$ cat src/rtl/l1_ahb_mtx_out_arb.sv
// Output-port arbiter for the L1 AHB bus matrix: picks the address-phase owner among three
// inputs, holds it across defined-length bursts and locked sequences, tracks the data-phase owner.
module l1_ahb_mtx_out_arb #(
  parameter bit         RR_EN   = 1'b1,
  parameter logic [1:0] NO_PORT = 2'b11
) (
  input  logic       HCLK,
  input  logic       HRESET,
  input  logic       HREADYM,
  input  logic [2:0] sel_in,
  input  logic [5:0] trans_in,
  input  logic [8:0] burst_in,
  input  logic [2:0] mastlock_in,
  output logic [1:0] addr_in_port,
  output logic [1:0] data_in_port,
  output logic [2:0] active_in,
  output logic       hsel_out,
  output logic       hmastlock_out
);

  localparam logic [1:0] TrIdle   = 2'b00;
  localparam logic [1:0] TrBusy   = 2'b01;
  localparam logic [1:0] TrNonseq = 2'b10;
  localparam logic [1:0] TrSeq    = 2'b11;

  localparam logic [2:0] BuSingle = 3'd0;
  localparam logic [2:0] BuIncr   = 3'd1;

  logic [1:0] addr_q, addr_d;
  logic [1:0] data_q, data_d;
  logic [1:0] ptr_q, ptr_d;
  logic [3:0] cnt_q, cnt_d;
  logic       hold_q, hold_d;

  logic       own_valid, own_sel, own_lock;
  logic [1:0] own_trans;
  logic [2:0] own_burst;
  logic [1:0] start, pick;
  logic [2:0] idx;
  logic       found;

  // Current owner's request signals; NO_PORT selects nothing.
  always_comb begin
    own_valid = 1'b0;
    own_sel   = 1'b0;
    own_lock  = 1'b0;
    own_trans = TrIdle;
    own_burst = BuSingle;
    active_in = 3'b000;
    if (addr_q != NO_PORT) begin
      case (addr_q)
        2'd0: begin
          own_valid = 1'b1; own_sel = sel_in[0]; own_lock = mastlock_in[0];
          own_trans = trans_in[1:0]; own_burst = burst_in[2:0]; active_in = 3'b001;
        end
        2'd1: begin
          own_valid = 1'b1; own_sel = sel_in[1]; own_lock = mastlock_in[1];
          own_trans = trans_in[3:2]; own_burst = burst_in[5:3]; active_in = 3'b010;
        end
        2'd2: begin
          own_valid = 1'b1; own_sel = sel_in[2]; own_lock = mastlock_in[2];
          own_trans = trans_in[5:4]; own_burst = burst_in[8:6]; active_in = 3'b100;
        end
        default: ;
      endcase
    end
  end

  assign hsel_out      = own_valid & own_sel;
  assign hmastlock_out = own_valid & own_lock;

  // Hold state derived from what the owner presents in the address phase completing now.
  always_comb begin
    cnt_d  = cnt_q;
    hold_d = 1'b0;
    if (!hsel_out) begin
      cnt_d = 4'd0;
    end else begin
      unique case (own_trans)
        TrIdle: cnt_d = 4'd0;
        TrBusy: hold_d = hold_q;
        TrNonseq: begin
          case (own_burst)
            3'd2, 3'd3: cnt_d = 4'd3;
            3'd4, 3'd5: cnt_d = 4'd7;
            3'd6, 3'd7: cnt_d = 4'd15;
            default:    cnt_d = 4'd0;
          endcase
          hold_d = (cnt_d != 4'd0) || (own_burst == BuIncr);
        end
        TrSeq: begin
          if (own_burst == BuIncr) begin
            cnt_d  = 4'd0;
            hold_d = 1'b1;
          end else begin
            cnt_d  = (cnt_q != 4'd0) ? cnt_q - 4'd1 : 4'd0;
            hold_d = (cnt_d != 4'd0);
          end
        end
        default: ;
      endcase
      if (own_lock) hold_d = 1'b1;
    end
  end

  always_comb begin
    start = RR_EN ? ptr_q : 2'd0;
    found = 1'b0;
    pick  = NO_PORT;
    idx   = 3'd0;
    for (int k = 0; k < 3; k++) begin
      idx = {1'b0, start} + 3'(k);
      if (idx >= 3'd3) idx = idx - 3'd3;
      if (!found && sel_in[idx[1:0]]) begin
        found = 1'b1;
        pick  = idx[1:0];
      end
    end
  end

  always_comb begin
    addr_d = (hsel_out && hold_d) ? addr_q : pick;
    ptr_d  = ptr_q;
    if (addr_d != addr_q && addr_d != NO_PORT) ptr_d = (addr_d == 2'd2) ? 2'd0 : addr_d + 2'd1;
    data_d = (hsel_out && (own_trans == TrNonseq || own_trans == TrSeq)) ? addr_q : NO_PORT;
  end

  always_ff @(posedge HCLK) begin
    if (HRESET) begin
      addr_q <= NO_PORT;
      data_q <= NO_PORT;
      ptr_q  <= 2'd0;
      cnt_q  <= 4'd0;
      hold_q <= 1'b0;
    end else if (HREADYM) begin
      addr_q <= addr_d;
      data_q <= data_d;
      ptr_q  <= ptr_d;
      cnt_q  <= cnt_d;
      hold_q <= hold_d;
    end
  end

  assign addr_in_port = addr_q;
  assign data_in_port = data_q;

endmodule

$ cat config.mk
export PLATFORM = sky130hd
export DESIGN_NAME = l1_ahb_mtx_out_arb
export DESIGN_NICKNAME = d
export VERILOG_FILES = /design/src/rtl/l1_ahb_mtx_out_arb.sv
export SDC_FILE = /design/constraint.sdc
export NUM_CORES = 1
export LEC_CHECK = 0
export CORE_ASPECT_RATIO = 0.5
export CORE_MARGIN = 4
export CORE_UTILIZATION = 35
export CTS_BUF_LIST = sky130_fd_sc_hd__clkbuf_16
export CTS_CLUSTER_SIZE = 28
export DETAILED_ROUTE_END_ITERATION = 12
export GPL_TIMING_DRIVEN = 0
export MAX_ROUTING_LAYER = met4
export PLACE_DENSITY = 0.66
export SKIP_CTS_REPAIR_TIMING = 1
export SYNTH_ARGS = -nofsm -noshare
export SYNTH_HDL_FRONTEND = slang
export SYNTH_SLANG_ARGS = --single-unit
$ cat constraint.sdc
create_clock -name HCLK -period 2.17 [get_ports HCLK]
set_input_delay 0.3255 -clock HCLK [delete_from_list [all_inputs] [get_ports HCLK]]
set_output_delay 0.3255 -clock HCLK [all_outputs]
set_load 0.03 [all_outputs]
==> results of run 1 <==
==> final timing paths <==
kind | endpoint | cells past startpoint | startpoint | slack (ns)
min reg2reg | cnt_q[3] | 2 | cnt_q[3] | 0.48
max reg2reg | addr_in_port[0] | 7 | addr_in_port[1] | 0.08
max | addr_in_port[0] | 7 | addr_in_port[1] | 0.08
min | cnt_q[3] | 2 | cnt_q[3] | 0.48
==> cell usage in the layout, fill, tap and decap left out, drive strengths merged, types with 3 or more instances in the layout <==
cell,count
o22ai,3
nor2,7
o21ai,10
buf,4
a211o,4
dfxtp,11
clkbuf,4
a2bb2oi,4
mux2i,9
inv,8
nor3,5
a21oi,6
clkdlybuf4s50,29
nand2,13
o2bb2ai,4
dlymetal6s2s,3
nand3,6
==> final cells by class <==
type                            instances  area (µm²)
Fill cell                             252        1120
Multi-Input combinational cell         98         739
Timing Repair Buffer                   33         335
Sequential cell                        11         225
Clock buffer                            3        75.1
Tap cell                               37        46.3
Buffer                                  4        42.5
Inverter                                8        30.0
Clock inverter                          1        5.00
==> per-stage QoR <==
stage          cells  hold WS, ns
6_report         195        0.479
5_1_grt          195        0.518
4_1_cts          195        0.481
3_5_place_dp     191        0.475
3_3_place_gp     191        0.471
2_1_floorplan    122        0.395
==> flip-flops by register name, indices dropped and copies added (netlist names) <==
| name | cells |
|---|---|
| cnt_q | 4 |
| ptr_q | 2 |
| data_in_port | 2 |
| addr_in_port | 2 |
| hold_q | 1 |
==> cell families after synthesis <==
| logic type | after synthesis |
|---|---|
| compound gates | 46 |
| fa+ha+maj | 2 |
| flops | 11 |
| mux | 9 |
| simple gates | 41 |
| buf+inv | 13 |
==> worst max-delay path, cell delays in order, from the launching register on <==
cell       delay (ns)
dfxtp_4          0.38
buf_8            0.16
mux2i_4          0.25
o2bb2ai_2        0.13
or4_4            0.56
o211ai_2         0.13
a21boi_2         0.08
a211o_1          0.27
==> routing by layer <==
| layer | share of wire, % | vias up | routed length (µm) |
|---|---|---|---|
| li1 | - | 544 | - |
| met1 | 48 | 517 | 1350 |
| met2 | 49 | 10 | 1380 |
| met3 | 2.1 | 0 | 59 |
| met4 | 0 | 0 | 0 |
| met5 | 0 | - | 0 |
==> power breakdown <==
part / internal (mW) / switching [mW] / leakage (nW)
registers: 0.226 / 0.0224 / 0.0895
logic: 0.304 / 0.355 / 0.460
clock network: 0.245 / 0.0988 / 0.0409
==> flow_results.org, run 1 <==
** Worst setup path
- At the worst endpoint, the required time is ~2.3 ns.
- Data arrival time of the worst path :: roughly 2.2 ns
- Of all nets on the critical path, the largest fanout is 10.
- The worst setup path is captured at a register.
- Category of the worst setup path launch point :: register
- The critical path in this run is classified as register to register.

** Global route
- Global routing consumed, on the met3 layer, approximately 3.6% of the routing resources.
- The via count of the first global-routing pass came to 1027.
- Global routing finished with a remaining overflow of 0.
- Most Used Layer, Global Route :: met2
- Maximum number of pins on one net before global-route repair :: 11
- GR Layer Usage met1 :: roughly 23%
- Met2 track demand over resource :: 26.3%
- The initial antenna violation count is 0.
- The first global-routing pass estimated between 4 and 5 mm of wire.
- Global routing used 16.9% of the available tracks across all layers.

** Clocking
- Clock tree from TritonCTS :: built
- Sink Count :: 11
- Clock-pin slew was measured on the worst setup and hold paths at roughly 0.050 ns.
- Clock tree buffer depth :: 2
- Clock tree synthesis selected as its root buffer the cell clkbuf_16.
- Counting the buffers created by CTS gives 3.
- At the later pin of the worst-skew pair, clock insertion delay measures roughly 0.24 ns.
- In this run the number of H-tree levels came out at 1.

** Die
- Core Footprint :: about 2600 µm²
- Vertical extent of the die :: 45.2 µm
- During I/O placement, the number of pins put on the boundary was 33.
- Horiz. Die Dim :: ~80 µm
- The floorplan has 13 rows.
- Starting density of the core :: ~37%
- Die Outline Area :: between 3000 and 4000 µm²

** Yosys
- Number of cells produced by synthesis :: between 100 and 150
- Leading register cell type out of synthesis :: dfxtp_1
- By area the synthesized netlist is led by dfxtp_1, mux2i_1, nand2_1.
- Netlist area before placement :: just under 1000 µm²
- The synthesized netlist devotes between 30% and 40% of its cell area to compound gates.
- Counting flops with a built-in enable in the synthesized netlist gives 0.
- The netlist uses 38 different library cells.
- Adder and majority gate portion of the synthesized area :: under 10%
- Syn_nets :: ~150
- Warnings, synthesis :: 0
- Summing the areas of all and, or, nand and nor instances in the mapped netlist gives 20.8% of the synthesized area.
- Multiplexer share of the synthesized area :: 10.6%
- Most numerous cell types in the synthesized netlist :: nand2_1, dfxtp_1, o21ai_0, inv_1, mux2i_1
- The synthesized design spends more area on one cell type than any other, namely dfxtp_1.
- Register bit total from synthesis :: 11
- Of all flip-flops after synthesis, the portion carrying an async set or reset was 0%.
- Dominant combinational cell family by area after synthesis :: compound AO/OA/AOI/OAI gates
- Summing the areas of all xor and xnor instances in the mapped netlist gives 0% of the synthesized area.
- After synthesis, the mean cell area works out to approximately 8 µm².
- Post-synthesis sequential area ratio :: a little under a quarter
- Yosys instantiated no cell more often than nand2_1.
- Share of the synthesized area in the top cell type :: a little under a quarter

** Final layout
- The finished cells cover ~1500 µm².
- Relative to the synthesized area, the layout overhead comes to 55.0%.
- At the end of the flow, the number of nets in the layout was between 150 and 200.
- Cells with a size suffix above 1 make up 17.7% of the layout.
- Diodes inserted :: 0
- Finished Core Util :: ~57%

** Power and ir drop
- IR analysis of the VDD net gives a maximum drop of 0.351 mV.
- Power comes to approximately 1.3 mW.
- Power spread over the standard cell area amounts to approximately 830 nW/µm².
- Summed over all cells, the static leakage comes to just under 0.6 nW.

** Timing
- The final number of max-transition violations is 0.
- Final setup margin :: 0.0839 ns
- Achievable frequency :: about 480 MHz
- The worst pin sits at a relative slew slack of about 53%.
- Setup-failing EPs final :: 0
- At the pin with the least slew margin, the transition time is ~0.7 ns.
- Setup_tns :: 0 ns
- In the finished design, the share of the clock period the worst path needs comes to a little over nine tenths.
- Worst-case clock skew :: ~0.0060 ns
- The number of failing hold endpoints at the final stage is 0.
- Min cycle time layout :: between 2 and 2.5 ns

** Route
- After detailed routing, the number of vias per cell comes to 5.49.
- In the routed design, unresolved DRC markers number 0.
- Dividing the detail-routed wire length by the instance count gives between 10 and 15 µm.
- For this block, the via count after detailed routing is between 1000 and 1500.
- The pre-antenna-repair detailed-routing pass consisted of 4 iterations.
- Count of routing violations after the opening detailed-route iteration :: 20
- Summed over all layers, the routed wires come to between 2 and 3 mm.
- Count of antenna-violating nets left after detailed routing :: 0

** Placement
- Instance area after placement :: 1340 µm²
- IO Port Bufs :: 32
- Routability-driven placement finished with a final weighted congestion of 0.819.
- Pre-CTS setup slack :: -0.449 ns
- The HPWL after detailed placement is around 2.1 mm.

** Min path
- Hold WC Path Type :: register to register

** Job
- Across the run, the number of max-cap violations was 0.

** Run status
- The run finished with clean final reports.
Power figures use the tool's default switching activity.
==> run 2: changes to the inputs <==
--- a/config.mk
+++ b/config.mk
@@ -8,7 +8,6 @@
 export CORE_ASPECT_RATIO = 0.5
 export CORE_MARGIN = 4
 export CORE_UTILIZATION = 35
-export CTS_BUF_LIST = sky130_fd_sc_hd__clkbuf_16
 export CTS_CLUSTER_SIZE = 28
 export DETAILED_ROUTE_END_ITERATION = 12
 export GPL_TIMING_DRIVEN = 0
==> flow_results.org, run 2 (synthesis gave the netlist of run 1 again) <==
** Route
- The length of the first detailed-routing pass in iterations is 4 (unchanged).
- Count of antenna-violating nets left after detailed routing :: 0 (unchanged)
- The overall routed net length was 2.77 mm (was 2.79 mm).
- The wire length per cell after detailed routing was 14.2 µm (was 14.3 µm).
- The DRC violation count after routing was 0 (unchanged).
- The ratio of routed vias to standard cells is 5.48 (was 5.49).
- The via count came to 1068 (was 1071).
- Count of routing violations after the opening detailed-route iteration :: 28 (was 20)

** Final layout
- Most frequent standard cell in the layout excluding fill and tap cells :: clkdlybuf4s50_1 (unchanged)
- The number of nets in the layout was 185 (unchanged).
- Number of flip-flops in the largest register :: 4 (unchanged)
- The register containing the most flip-flops in the final layout is cnt_q (unchanged).
- The share of post-route cells with drive strength above 1 was 17.7% (unchanged).
- The total area of multi-input combinational cells is 739 µm² (unchanged).
- Fill cell instance count of the final layout :: 253 (was 252)
- Sequential cell area in the final layout :: 225 µm² (unchanged)
- Top library cells by usage in the layout, fill and taps aside :: clkdlybuf4s50_1, nand2_1, dfxtp_1 (unchanged)
- Diodes inserted :: 0 (unchanged)
- The signed area change from the synthesized netlist to the final layout came to 51.5% (was 55.0%).

** Worst setup path
- The data arrival time of the worst path came to 1.75 ns (was 2.21 ns).
- Most repeated library cell on the critical path :: buf_6
- The kind of start point of the critical path is a register (unchanged).
- CP max-delay cell :: clkdlybuf4s50_1 (was or4_4)
- Series of cell instances along the critical path: buf_6 > nor2b_1 > buf_6 > clkdlybuf4s50_1 (was buf_8 > mux2i_4 > o2bb2ai_2 > or4_4 > o211ai_2 > a21boi_2 > a211o_1).
- The maximum cell stage delay along the critical path is 0.69 ns (was 0.56 ns).
- Crit Path Max Fanout :: 10 (unchanged)
- Type of the worst setup path :: register to primary output (was register to register)
- Kind of end point of the critical path :: primary output (was register)
- Data required time of the critical path :: 1.84 ns (was 2.30 ns)

** Timing
- The final number of max-transition violations came to 0 (unchanged).
- Fin crit share :: 95.7% (was 96.1%)
- The top achievable clock speed is 482 MHz (was 479 MHz).
- The number of failing hold endpoints at the final stage was 0 (unchanged).
- Relative slew margins :: 53.4% (was 53.0%)
- The time the worst path needs with I/O delays and setup came to 2.08 ns (was 2.09 ns).
- The worst setup slack after layout came to 0.0937 ns (was 0.0839 ns).
- Setup-failing EPs final :: 0 (unchanged)
- Worst-case clock skew :: 0.00417 ns (was 0.00598 ns)
- The measured slew at the worst slew-check pin came to 0.694 ns (was 0.699 ns).

** Global route
- The initial antenna violation count came to 0 (unchanged).
- Via count of the first global-routing pass :: 1023 (was 1027)
- First-pass GRT wire length :: 4.53 mm (was 4.65 mm)
- The global-route usage over all layers is 16.3% (was 16.9%).
- The global route total overflow is 0 (unchanged).
- The maximum number of pins on one net before global-route repair was 11 (unchanged).

** Die
- IO Pins :: 33 (unchanged)
- The total number of placement rows is 13 (unchanged).
- Core Footprint :: 2620 µm² (unchanged)
- Starting density of the core :: 36.9% (unchanged)
- Die Outline Area :: 3720 µm² (unchanged)
- The width of the chip is 82.3 µm (unchanged).
- Vertical extent of the die :: 45.2 µm (unchanged)

** Clocking
- Maximum level of the CTS H-tree :: 1 (unchanged)
- The cell at the root of the clock tree is clkbuf_8 (was clkbuf_16).
- The largest buffer count on any clock path came to 2 (unchanged).
- The number of buffers added by the clock tree synthesis step was 3 (unchanged).
- The clock latency reported for the late side of the worst-skew pair came to 0.24 ns (about the same).
- The CTS tree was built (unchanged).
- Sink Count :: 11 (unchanged)
- The post-CTS clock slew at the launch and capture registers of the worst setup and hold paths came to 0.05 ns (about the same).

** Min path
- Hold WC Path Type :: register to register (unchanged)

** Placement
- Placer's final routability congestion estimate :: 0.819 (unchanged)
- The port buffer count came to 32 (unchanged).
- Placed wire-length estimate :: 2.14 mm (unchanged)
- The pre-CTS worst setup slack was -0.449 ns (unchanged).

** Job
- Max cap viols :: 0 (unchanged)

** Power and ir drop
- Leakage power summed over all cells :: 0.575 nW (was 0.591 nW)
- The overall power was 1.11 mW (was 1.25 mW).
- Pwr per Cell Area :: 760 nW/µm² (was 834 nW/µm²)
- The peak supply drop was 0.328 mV (was 0.351 mV).

** Run status
- Result of the run: finished clean (unchanged).
run 2: worst max-delay path: cells and delay by family, from the launching register on:
family,cells,cell delay [ns]
and+or+nand+nor,1,0.17
buffers and inverters,3,1.01
DFF,1,0.33
run 2: metal layers:
metal	part of all wire, %	vias to the layer above	global-route usage [%]	wire, µm
met4	0	0	1.99	0
li1	-	541	-	-
met5	0	-	-	0
met2	49	11	26.8	1370
met1	48	516	21.3	1340
met3	2.2	0	3.59	61
run 2: power breakdown:
group	switching (mW)	leakage (nW)	internal, mW
Sequential	0.0219	0.0895	0.225
Combinational	0.354	0.460	0.303
Clock	0.0825	0.0255	0.127
Total	0.458	0.575	0.655
run 2: path summary, 6_finish.rpt:
check	start	end	slack [ns]	depth (start not counted)
max	addr_in_port[0]	active_in[1]	0.09	4
min	cnt_q[3]	cnt_q[3]	0.48	2
max reg2reg	addr_in_port[1]	addr_in_port[0]	0.10	7
min reg2reg	cnt_q[3]	cnt_q[3]	0.48	2
run 2: cell type report:
cell class,count,area share [%]
flip-flops and latches,11,15.4
repair buffers,33,22.9
plain buffers,4,2.90
clock buffers,3,2.82
inverters,8,2.05
clock inverters,1,0.342
multi-input cells,98,50.5
well taps,37,3.16
run 2: metrics by stage:
step | instances | util, % | hold WS [ns] | cell area, µm² | TNS (ns)
after global placement | 191 | 51.3 | 0.471 | 1340 | -1.60
after CTS | 195 | 53.0 | 0.482 | 1390 | -0.697
after detailed placement | 191 | 51.3 | 0.475 | 1340 | -1.72
after global routing | 195 | 55.9 | 0.520 | 1470 | -0.00318
after floorplan | 122 | - | 0.395 | 976 | 0
final | 195 | 55.9 | 0.478 | 1470 | 0
==> run 3: changes to the inputs <==
--- a/config.mk
+++ b/config.mk
@@ -11,8 +11,10 @@
 export CTS_CLUSTER_SIZE = 28
 export DETAILED_ROUTE_END_ITERATION = 12
 export GPL_TIMING_DRIVEN = 0
+export HOLD_SLACK_MARGIN = 0.03
 export MAX_ROUTING_LAYER = met4
 export PLACE_DENSITY = 0.66
+export REMOVE_ABC_BUFFERS = 1
 export SKIP_CTS_REPAIR_TIMING = 1
 export SYNTH_ARGS = -nofsm -noshare
 export SYNTH_HDL_FRONTEND = slang
==> flow_results.org, run 3 (synthesis gave the netlist of run 1 again) <==
** Timing
- The number of setup violations in the final report is 0 (unchanged).
- The final critical-path share of the clock period is 98.0% (was 95.7%).
- Min cycle time layout :: 2.13 ns (was 2.08 ns)
- The final number of max-transition violations is 0 (unchanged).
- Final setup margin :: 0.0438 ns (was 0.0937 ns)
- The number of failing hold endpoints at the final stage was 0 (unchanged).
- RSZ-0062 raised after global routing :: yes
- The worst slack on hold paths was 0.476 ns (was 0.478 ns).
- The worst slew margin relative to its limit came to 59.0% (was 53.4%).
- Worst-case clock skew :: 0.00264 ns (was 0.00417 ns)
- Slew at the pin with the worst max-slew slack :: 0.615 ns (was 0.694 ns)
- The top achievable clock speed is 470 MHz (was 482 MHz).

** Route
- DRT Pass-1 Iters :: 4 (unchanged)
- Vias post-DR :: 1078 (was 1068)
- The initial DRC count is 31 (was 28).
- The count of antenna-violating nets left after detailed routing was 0 (unchanged).
- Mean number of vias per cell :: 5.36 (was 5.48)
- Post-Route WL :: 2.81 mm (was 2.77 mm)
- Wire length per cell after detailed routing :: 14.0 µm (was 14.2 µm)
- Number of design rule violations left after detail routing :: 0 (unchanged)

** Worst setup path
- The endpoint kind of the worst setup timing path is a register (was primary output).
- The count of cells along the worst register-to-register path came to 9 (was 7).
- The critical path data required time is 2.30 ns (was 1.84 ns).
- The data arrival time of the worst path was 2.26 ns (was 1.75 ns).
- The start of the worst register-to-register path was addr_in_port[1] (unchanged).
- The endpoint of the worst register-to-register path was addr_in_port[0] (unchanged).
- The worst setup path startpoint was addr_in_port[1] (was addr_in_port[0]).
- CP max-delay cell :: or4_4 (was clkdlybuf4s50_1)
- Number of buffers and inverters on the critical path :: 3 (unchanged)
- The top cell family by delay on the critical path was simple AND/OR/NAND/NOR gates (was buffers and inverters).
- The critical path capture point is addr_in_port[0] (was active_in[1]).
- Stage delay of the slowest cell on the critical path :: 0.56 ns (was 0.69 ns)
- Series of cell instances along the critical path :: buf_4 > nor2b_4 > buf_4 > buf_4 > o2bb2ai_2 > or4_4 > o211ai_2 > a21boi_2 > a211o_1 (was buf_6 > nor2b_1 > buf_6 > clkdlybuf4s50_1)
- Most repeated library cell on the critical path :: buf_4 (was buf_6)
- The register-to-register path setup slack is 0.04 ns (was 0.10 ns).
- Cell count along the critical path :: 9 (was 4)
- The maximum fanout encountered on the critical timing path was 7 (was 10).
- Type of the worst setup path :: register to register (was register to primary output)
- Category of the worst setup path launch point :: register (unchanged)

** Final layout
- The number of nets in the layout came to 191 (was 185).
- Diodes inserted :: 0 (unchanged)
- Fraction of layout instances using a drive strength above 1 :: 20.7% (was 17.7%)
- Finished Core Util :: 57.2% (was 55.9%)
- The number of flip-flops in the largest register came to 4 (unchanged).
- The number of standard cells in the layout, taps in and fillers out was 201 (was 195).
- The number of fill cells in the layout came to 256 (was 253).
- The signed area change from the synthesized netlist to the final layout came to 54.9% (was 51.5%).
- Top reg by flops :: cnt_q (unchanged)
- Top library cells by usage in the layout, fill and taps aside: clkdlybuf4s50_1, nand2_1, buf_4 (was clkdlybuf4s50_1, nand2_1, dfxtp_1).
- The most common cell after layout, fill and taps aside is clkdlybuf4s50_1 (unchanged).

** Clocking
- The clock sink count is 11 (unchanged).
- The clock latency reported for the late side of the worst-skew pair came to 0.24 ns (about the same).
- The largest buffer count on any clock path is 2 (unchanged).
- Clock transition at the registers of the reported paths :: 0.05 ns (about the same)
- The cell at the root of the clock tree was clkbuf_8 (unchanged).
- Total CTS buffers :: 3 (unchanged)
- Maximum level of the CTS H-tree :: 1 (unchanged)
- Clock tree from TritonCTS :: built (unchanged)

** Run status
- Result of the run :: finished clean (unchanged)

** Die
- The area enclosed by the die boundary was 3720 µm² (unchanged).
- The total number of placement rows was 13 (unchanged).
- Starting density of the core :: 36.9% (unchanged)
- IO Pins :: 33 (unchanged)
- Vertical extent of the die :: 45.2 µm (unchanged)
- The placeable core region came to 2620 µm² (unchanged).
- Horiz. Die Dim :: 82.3 µm (unchanged)

** Global route
- The first-pass GRT wire length was 4.09 mm (was 4.53 mm).
- GRT Resource Usage Total :: 14.7% (was 16.3%)
- The via count of the first global-routing pass came to 931 (was 1023).
- The initial antenna violation count came to 0 (unchanged).
- Maximum number of pins on one net before global-route repair :: 20 (was 11)
- Overall overflow remaining after global route :: 0 (unchanged)

** Power and ir drop
- The peak supply drop is 0.373 mV (was 0.328 mV).
- The power density over the cells was 764 nW/µm² (was 760 nW/µm²).
- Leakage power summed over all cells :: 0.585 nW (was 0.575 nW)
- The overall power was 1.14 mW (was 1.11 mW).

** Job
- Max cap viols :: 0 (unchanged)

** Placement
- The pre-CTS worst setup slack came to -0.744 ns (was -0.449 ns).
- Count of placed standard cells including taps :: 186 (was 191)
- Placer's final routability congestion estimate :: 0.822 (was 0.819)
- Placed wire-length estimate :: 2.07 mm (was 2.14 mm)
- The port buffer count is 32 (unchanged).

** Min path
- Hold WC Path Type :: register to register (unchanged)
## run 3: cell count changes in the layout (fill, tap and decap cells not counted), sizes merged
cell / change
dlymetal6s2s: -1
buf: +7
clkinv: -1
clkdlybuf4s50: +1
## run 3: area by class of cell
class	count	area [µm²]	share of cell area, %
multi-input combinational	98	739	49.4
timing repair buffer	43	408	27.2
sequential	11	229	15.3
inverter	8	30.0	2.01
tap	37	46.3	3.09
clock buffer	4	45.0	3.01
## run 3: per-stage QoR
step / instance area [µm²] / setup TNS (ns)
after floorplan: 926 / -7.80
after global placement: 1290 / -6.56
after detailed placement: 1290 / -7.28
after CTS: 1340 / -8.40
after global routing: 1500 / -0.0350
final: 1500 / 0
## run 3: power by group
group          internal, mW  total, mW  switching [mW]
logic                 0.324      0.674           0.349
clock network         0.129      0.212          0.0823
registers             0.227      0.259          0.0319
total                 0.681       1.14           0.463
## run 3: metal layers
metal | wire (µm) | track usage, %
met1 | 1240 | 17.7
met2 | 1460 | 26.1
met3 | 97 | 2.99
met4 | 15 | 1.99
met5 | 0 | -
## run 3: worst min path at each step
stage | startpoint | endpoint | slack [ns] | cells after the start
2_1_floorplan | HRESET | cnt_q[0] | 0.39 | 1
4_1_cts | cnt_q[3] | cnt_q[3] | 0.48 | 2
3_5_place_dp | cnt_q[3] | cnt_q[3] | 0.47 | 2
3_3_place_gp | cnt_q[3] | cnt_q[3] | 0.46 | 2
6_report | ptr_q[0] | ptr_q[0] | 0.48 | 2
5_1_grt | cnt_q[3] | cnt_q[3] | 0.51 | 2
## run 3: worst register-to-register path, delay by kind of cell (launching register included)
family	cells	cell delay [ns]
AOI/OAI and AO/OA	4	0.62
buffers and inverters	3	0.42
DFF	1	0.38
and+or+nand+nor	2	0.61
